<file path="config.mk">
export PLATFORM = sky130hd
export DESIGN_NAME = div_ratio_meter_flat
export DESIGN_NICKNAME = d
export VERILOG_FILES = /design/src/rtl/div_ratio_meter_if.sv /design/src/rtl/div_ratio_meter.sv /design/src/flat_wrapper.sv
export SDC_FILE = /design/constraint.sdc
export NUM_CORES = 1
export LEC_CHECK = 0
export ABC_AREA = 1
export ABC_CLOCK_PERIOD_IN_PS = 3300
export BUFFER_PORTS_ARGS = -buffer_cell sky130_fd_sc_hd__buf_2
export CORE_MARGIN = 2
export CORE_UTILIZATION = 64
export CTS_CLUSTER_DIAMETER = 150
export CTS_CLUSTER_SIZE = 25
export DETAILED_ROUTE_END_ITERATION = 10
export HOLD_SLACK_MARGIN = 0.06
export PLACE_DENSITY = 0.85
export SLEW_MARGIN = 40
export SYNTH_ARGS = -nofsm -noshare
export SYNTH_HDL_FRONTEND = slang
export SYNTH_SLANG_ARGS = --single-unit
export TNS_END_PERCENT = 100
</file>
<file path="constraint.sdc">
create_clock -name iClkIN -period 3.3 [get_ports iClkIN]
set_clock_uncertainty 0.15 [all_clocks]
set_input_delay 0.99 -clock iClkIN [delete_from_list [all_inputs] [get_ports iClkIN]]
set_output_delay 0.99 -clock iClkIN [all_outputs]
set_load 0.01 [all_outputs]
</file>
<file path="src/rtl/div_ratio_meter_if.sv">
// Measurement bus of div_ratio_meter: the divided clock going in, the
// period / high-time / ratio / lock / timeout results coming out.
interface div_ratio_meter_if #(
  parameter int CNT_W = 8
);
  logic             iDivIN;
  logic [CNT_W-1:0] oPeriod;
  logic [CNT_W-1:0] oHigh;
  logic             oValid;
  logic [2:0]       oRatio;
  logic             oLocked;
  logic             oTimeout;

  modport master (
    output iDivIN,
    input  oPeriod, oHigh, oValid, oRatio, oLocked, oTimeout
  );

  modport slave (
    input  iDivIN,
    output oPeriod, oHigh, oValid, oRatio, oLocked, oTimeout
  );
endinterface

</file>
<file path="src/rtl/div_ratio_meter.sv">
// Measures a divided clock in iClkIN cycles: period, high time, a 2/4/8/16
// division code, lock on a stable period and loss-of-clock timeout.
module div_ratio_meter #(
  parameter int CNT_W  = 8,
  parameter int LOCK_N = 4,
  parameter int TOL    = 0
) (
  input  logic              iClkIN,
  input  logic              iRst,
  div_ratio_meter_if.slave  bus
);
  localparam logic [CNT_W-1:0] MAX_CNT = '1;
  localparam logic [3:0]       LOCK_V  = 4'(LOCK_N);

  typedef enum logic {IDLE, MEASURE} state_t;

  state_t           state_q, state_d;
  logic             s1, s2, s3, rise;
  logic [CNT_W-1:0] cnt, hcnt;
  logic [CNT_W-1:0] period_q, period_d, high_q, high_d;
  logic [2:0]       ratio_q, ratio_d;
  logic             valid_q, valid_d, locked_q, locked_d, tmo_q, tmo_d;
  logic             primed_q, primed_d;
  logic [3:0]       mcnt_q, mcnt_d, mcnt_inc;
  logic [CNT_W:0]   diff;
  logic             match;

  function automatic logic [2:0] ratio_of(input logic [CNT_W-1:0] p);
    case (int'(p))
      2:       ratio_of = 3'd1;
      4:       ratio_of = 3'd2;
      8:       ratio_of = 3'd3;
      16:      ratio_of = 3'd4;
      default: ratio_of = 3'd0;
    endcase
  endfunction

  // iDivIN is asynchronous: two flops to settle it, a third for edge history
  always_ff @(posedge iClkIN or posedge iRst) begin
    if (iRst) begin
      s1 <= 1'b0;
      s2 <= 1'b0;
      s3 <= 1'b0;
    end else begin
      s1 <= bus.iDivIN;
      s2 <= s1;
      s3 <= s2;
    end
  end

  assign rise = s2 & ~s3;

  always_ff @(posedge iClkIN or posedge iRst) begin
    if (iRst) begin
      cnt  <= '0;
      hcnt <= '0;
    end else if (rise) begin
      cnt  <= CNT_W'(1);
      hcnt <= CNT_W'(1);
    end else begin
      if (cnt != MAX_CNT)        cnt  <= cnt + 1'b1;
      if (s2 && hcnt != MAX_CNT) hcnt <= hcnt + 1'b1;
    end
  end

  // The first measurement after IDLE has no reference period, so it can
  // never match regardless of TOL.
  always_comb begin
    diff = (cnt >= period_q) ? ({1'b0, cnt} - {1'b0, period_q})
                             : ({1'b0, period_q} - {1'b0, cnt});
    match    = primed_q && (int'(diff) <= TOL);
    mcnt_inc = (mcnt_q == LOCK_V) ? mcnt_q : mcnt_q + 4'd1;
  end

  always_comb begin
    state_d  = state_q;
    period_d = period_q;
    high_d   = high_q;
    ratio_d  = ratio_q;
    valid_d  = 1'b0;
    locked_d = locked_q;
    tmo_d    = tmo_q;
    primed_d = primed_q;
    mcnt_d   = mcnt_q;
    case (state_q)
      IDLE: begin
        if (rise) state_d = MEASURE;
      end
      MEASURE: begin
        if (rise) begin
          period_d = cnt;
          high_d   = hcnt;
          ratio_d  = ratio_of(cnt);
          valid_d  = 1'b1;
          tmo_d    = 1'b0;
          primed_d = 1'b1;
          if (match) begin
            mcnt_d = mcnt_inc;
            if (mcnt_inc == LOCK_V) locked_d = 1'b1;
          end else begin
            mcnt_d   = 4'd0;
            locked_d = 1'b0;
          end
        end else if (cnt == MAX_CNT) begin
          state_d  = IDLE;
          tmo_d    = 1'b1;
          locked_d = 1'b0;
          mcnt_d   = 4'd0;
          period_d = '0;
          high_d   = '0;
          ratio_d  = 3'd0;
          primed_d = 1'b0;
        end
      end
      default: state_d = IDLE;
    endcase
  end

  always_ff @(posedge iClkIN or posedge iRst) begin
    if (iRst) begin
      state_q  <= IDLE;
      period_q <= '0;
      high_q   <= '0;
      ratio_q  <= 3'd0;
      valid_q  <= 1'b0;
      locked_q <= 1'b0;
      tmo_q    <= 1'b0;
      primed_q <= 1'b0;
      mcnt_q   <= 4'd0;
    end else begin
      state_q  <= state_d;
      period_q <= period_d;
      high_q   <= high_d;
      ratio_q  <= ratio_d;
      valid_q  <= valid_d;
      locked_q <= locked_d;
      tmo_q    <= tmo_d;
      primed_q <= primed_d;
      mcnt_q   <= mcnt_d;
    end
  end

  assign bus.oPeriod  = period_q;
  assign bus.oHigh    = high_q;
  assign bus.oRatio   = ratio_q;
  assign bus.oValid   = valid_q;
  assign bus.oLocked  = locked_q;
  assign bus.oTimeout = tmo_q;
endmodule

</file>
<file path="src/flat_wrapper.sv">
// flat-port wrapper written by rule: the top's interface ports become plain ports
module div_ratio_meter_flat 
#(
  parameter int CNT_W  = 8,
  parameter int LOCK_N = 4,
  parameter int TOL    = 0
)
  (iClkIN, iRst, bus_iDivIN, bus_oPeriod, bus_oHigh, bus_oValid, bus_oRatio, bus_oLocked, bus_oTimeout);
  div_ratio_meter_if #(.CNT_W(CNT_W)) bus_i ();
  input  logic iClkIN;
  input  logic iRst;
  input wire logic [$bits(bus_i.iDivIN)-1:0] bus_iDivIN;
  output wire logic [$bits(bus_i.oPeriod)-1:0] bus_oPeriod;
  output wire logic [$bits(bus_i.oHigh)-1:0] bus_oHigh;
  output wire logic [$bits(bus_i.oValid)-1:0] bus_oValid;
  output wire logic [$bits(bus_i.oRatio)-1:0] bus_oRatio;
  output wire logic [$bits(bus_i.oLocked)-1:0] bus_oLocked;
  output wire logic [$bits(bus_i.oTimeout)-1:0] bus_oTimeout;
  assign bus_i.iDivIN = bus_iDivIN;
  assign bus_oPeriod = bus_i.oPeriod;
  assign bus_oHigh = bus_i.oHigh;
  assign bus_oValid = bus_i.oValid;
  assign bus_oRatio = bus_i.oRatio;
  assign bus_oLocked = bus_i.oLocked;
  assign bus_oTimeout = bus_i.oTimeout;
  div_ratio_meter #(.CNT_W(CNT_W), .LOCK_N(LOCK_N), .TOL(TOL)) u_core (.iClkIN(iClkIN), .iRst(iRst), .bus(bus_i));
endmodule
</file>
==> flow_summary.yaml <==
logic_synthesis:
  synthAdderAreaFrac_pct: 9.48
  netlist_area_sq_um: 2900
  synth_xor_area_share_pct: 1.21
  ys_ff_latch: 47
  yosysWarnings: 0
  synth-simple-area-share_pct: 27.4
  ys_types: 34
  synth_async_sr_flop_share_pct: 100
  synth_ff_type: "dfrtp_1"
  synth_nets: 414
  synth.area.mux_share_pct: 0
  synth_compound_area_share_pct: 12.0
  synth_edf_count: 0
  ys_seq_area_share_pct: 40.5
  postSynthAreaPerCell_sq_um: 7.47
  synth_top_family_by_area: "simple AND/OR/NAND/NOR gates"
  syn_inst: 389
clocking:
  cts_buffers: 5
  cts_htree_levels: 2
  postCtsSetupRepairBufs: 0
  hold_buffers: 0
  ctsResizeCount: 0
  clock_path_buffers: 2
  clockRootBuffer: "clkbuf_8"
  cts_tree: "built"
  clk_latency_ns: 0.31
  cts_sinks: 47
  path_clk_slew_ns: 0.10
power_and_ir_drop:
  finalPower_uw: 2560
  p_leak_uw: 0.00177
  ir_drop_mv: 0.479
  p_per_area_nw_per_um2: 794
worst_setup_path:
  worstPathCellList: "ha_1 > a21oi_1 > nor2_1 > nor2_1 > nand3_1 > nor2_1 > nand3_1 > nand2_1 > nand2_1 > a21oi_1"
  cp_num_buf_inv: 0
  crit_family: "simple AND/OR/NAND/NOR gates"
  max_stage_delay_ns: 0.45
  worst-path-stages: 10
  endpoint_kind: "flop"
  r2r-start: "u_core.cnt[5]"
  crit_top_cell: "nor2_1"
  r2r_end: "u_core.mcnt_q[1]"
  required_ns: 3.40
  critPathKind: "reg -> reg"
  r2r_cells: 10
  critPathMaxFanout: 7
  r2r_slack_ns: 1.06
  cp_slowest_cell: "dfrtp_1"
  startpoint_type: "flop"
  cp.arrival_ns: 2.34
timing:
  tns_ns: 0
  finalMaxSlewViolations: 0
  slew_headroom_pct: 60.4
  timing.fmax_ghz: 0.446
  worst_slew_pin_slew_ns: 0.593
  hold_violations: 0
  rsz0062_at_grt: "false"
  fin_crit_sh_pct: 67.9
  period_minus_slack_ns: 2.24
  setup_violations: 0
outcome:
  status: "completed"
detailed_routing:
  firstDrtPassIters: 5
  drtIter0Drc: 228
  totalWireLength_um: 6640
  via_per_inst: 5.49
  antenna_left: 0
  num_vias: 2580
  wl_per_cell_um: 14.1
  drc_errors: 0
placement:
  dp_cells: 462
  place_area_sq_um: 3080
  dp_hpwl_um: 4970
  place.gp.congestion: 0.965
  portBuffers: 24
floorplanning:
  die_w_um: 71.4
  rows: 24
  die_area_sq_um: 5090
  core-area_sq_um: 4350
  design.portCount: 25
  die_y_um: 71.4
  start_util_pct: 66.7
cells_and_area:
  post-route-util_pct: 73.9
  nFillCells: 335
  multiInputGateArea_sq_um: 1450
  design_area_sq_um: 3220
  fin_nets: 442
  area.growth.synth_to_final_pct: 10.9
  layout-drive-gt1-share_pct: 11.2
  antenna_cells: 0
  final_cells: 470
  seqCellArea_sq_um: 1180
global_route:
  grt_overflow_total: 0
  grt_max_degree: 33
  grt_use_total_pct: 27.2
  antenna_found_initial: 0
  grt_pass1_wl_um: 10900
  first_global_vias: 2389
worst_hold_path:
  whs_endpoint: "u_core.s2"
  holdPathStages: 0
  hold_path_class: "reg -> reg"
  min-delay-start: "u_core.s1"
job:
  drv_cap: 0
sequential cells by signal (all words and copies together), names as in the netlist, 3 cells and up:
register,count
u_core.bus.oHigh,8
u_core.bus.oPeriod,8
u_core.bus.oRatio,3
u_core.cnt,8
u_core.hcnt,8
u_core.mcnt_q,4
stage by stage:
| step | setup slack (ns) | hold slack, ns |
|---|---|---|
| after CTS | 1.07 | 0.220 |
| after detailed placement | 1.09 | 0.193 |
| final | 1.06 | 0.216 |
| after global routing | 0.808 | 0.224 |
| after floorplan | 1.04 | 0.181 |
| after global placement | 1.10 | 0.184 |
placed cells by master (no fill, tap or decap), types with 2 or more instances in the layout:
cell type	n
nand2_1	108
o22ai_1	8
o21ai_1	4
nor2_4	3
nor2_2	2
a21oi_1	16
nor2_1	32
xor2_1	4
inv_1	64
inv_2	3
a31oi_1	2
o21ai_0	20
clkbuf_8	5
ha_1	22
a32o_1	2
nand4_1	3
nand3_1	26
bufinv_16	2
nor3_1	5
dfrtp_1	47
buf_2	24
cell usage after synthesis (all sizes together), types with 2 or more instances:
master  count  area (sq um)
a21oi      17          88.8
a31oi       2          12.5
a32o        2          20.0
buf         2          10.0
clkbuf      2          7.51
dfrtp      47          1180
ha         22           275
inv        68           258
nand2     109           412
nand3      27           140
nand4       3          18.8
nor2       38           186
nor3        5          25.0
o21ai      25           129
o22ai       8          50.1
or2         2          12.5
xor2        4          35.0
area by class of cell:
class                      instances  area share [%]
sequential                        47            36.5
clock buffer                       5            2.14
inverter                          68            8.01
tap                               52            2.02
multi-input combinational        270            45.1
timing repair buffer              25            3.96
clock inverter                     3            2.22
cell families after synthesis:
kind of cell,after synthesis
AND/OR/NAND/NOR,184
buffers and inverters,72
XOR/XNOR,4
flip-flops,47
AO/OA/AOI/OAI,60
adder cells (fa/ha/maj),22
worst max-delay path by stage:
stage | slack, ns | startpoint | end
floorplan | 1.04 | iRst | u_core.bus.oHigh[0]
global placement | 1.10 | u_core.bus.oPeriod[5] | u_core.mcnt_q[1]
detailed placement | 1.09 | u_core.bus.oPeriod[2] | u_core.mcnt_q[1]
CTS | 1.07 | u_core.cnt[2] | u_core.mcnt_q[1]
global route | 0.81 | u_core.cnt[2] | u_core.mcnt_q[1]
finish | 1.06 | u_core.cnt[5] | u_core.mcnt_q[1]
routing by layer:
layer | vias up | track usage (%) | part of all wire, %
met5 | - | 0 | 0
met4 | 0 | 9.85 | 1.8
met3 | 12 | 4.64 | 4.5
met2 | 83 | 43.3 | 47
met1 | 1186 | 37.7 | 46
li1 | 1299 | - | -
where the power goes:
part / total [uW] / internal (uW) / switching, uW
registers: 723 / 652 / 70.5
logic: 1310 / 457 / 853
clock network: 522 / 308 / 214
total: 2560 / 1420 / 1140
worst reg2reg max path: stages (launching register included):
cell	delay (ns)
dfrtp_1	0.45
ha_1	0.40
a21oi_1	0.27
nor2_1	0.06
nor2_1	0.15
nand3_1	0.13
nor2_1	0.12
nand3_1	0.09
nand2_1	0.09
nand2_1	0.12
a21oi_1	0.16
Note: power is estimated with default switching activity, not from simulation.
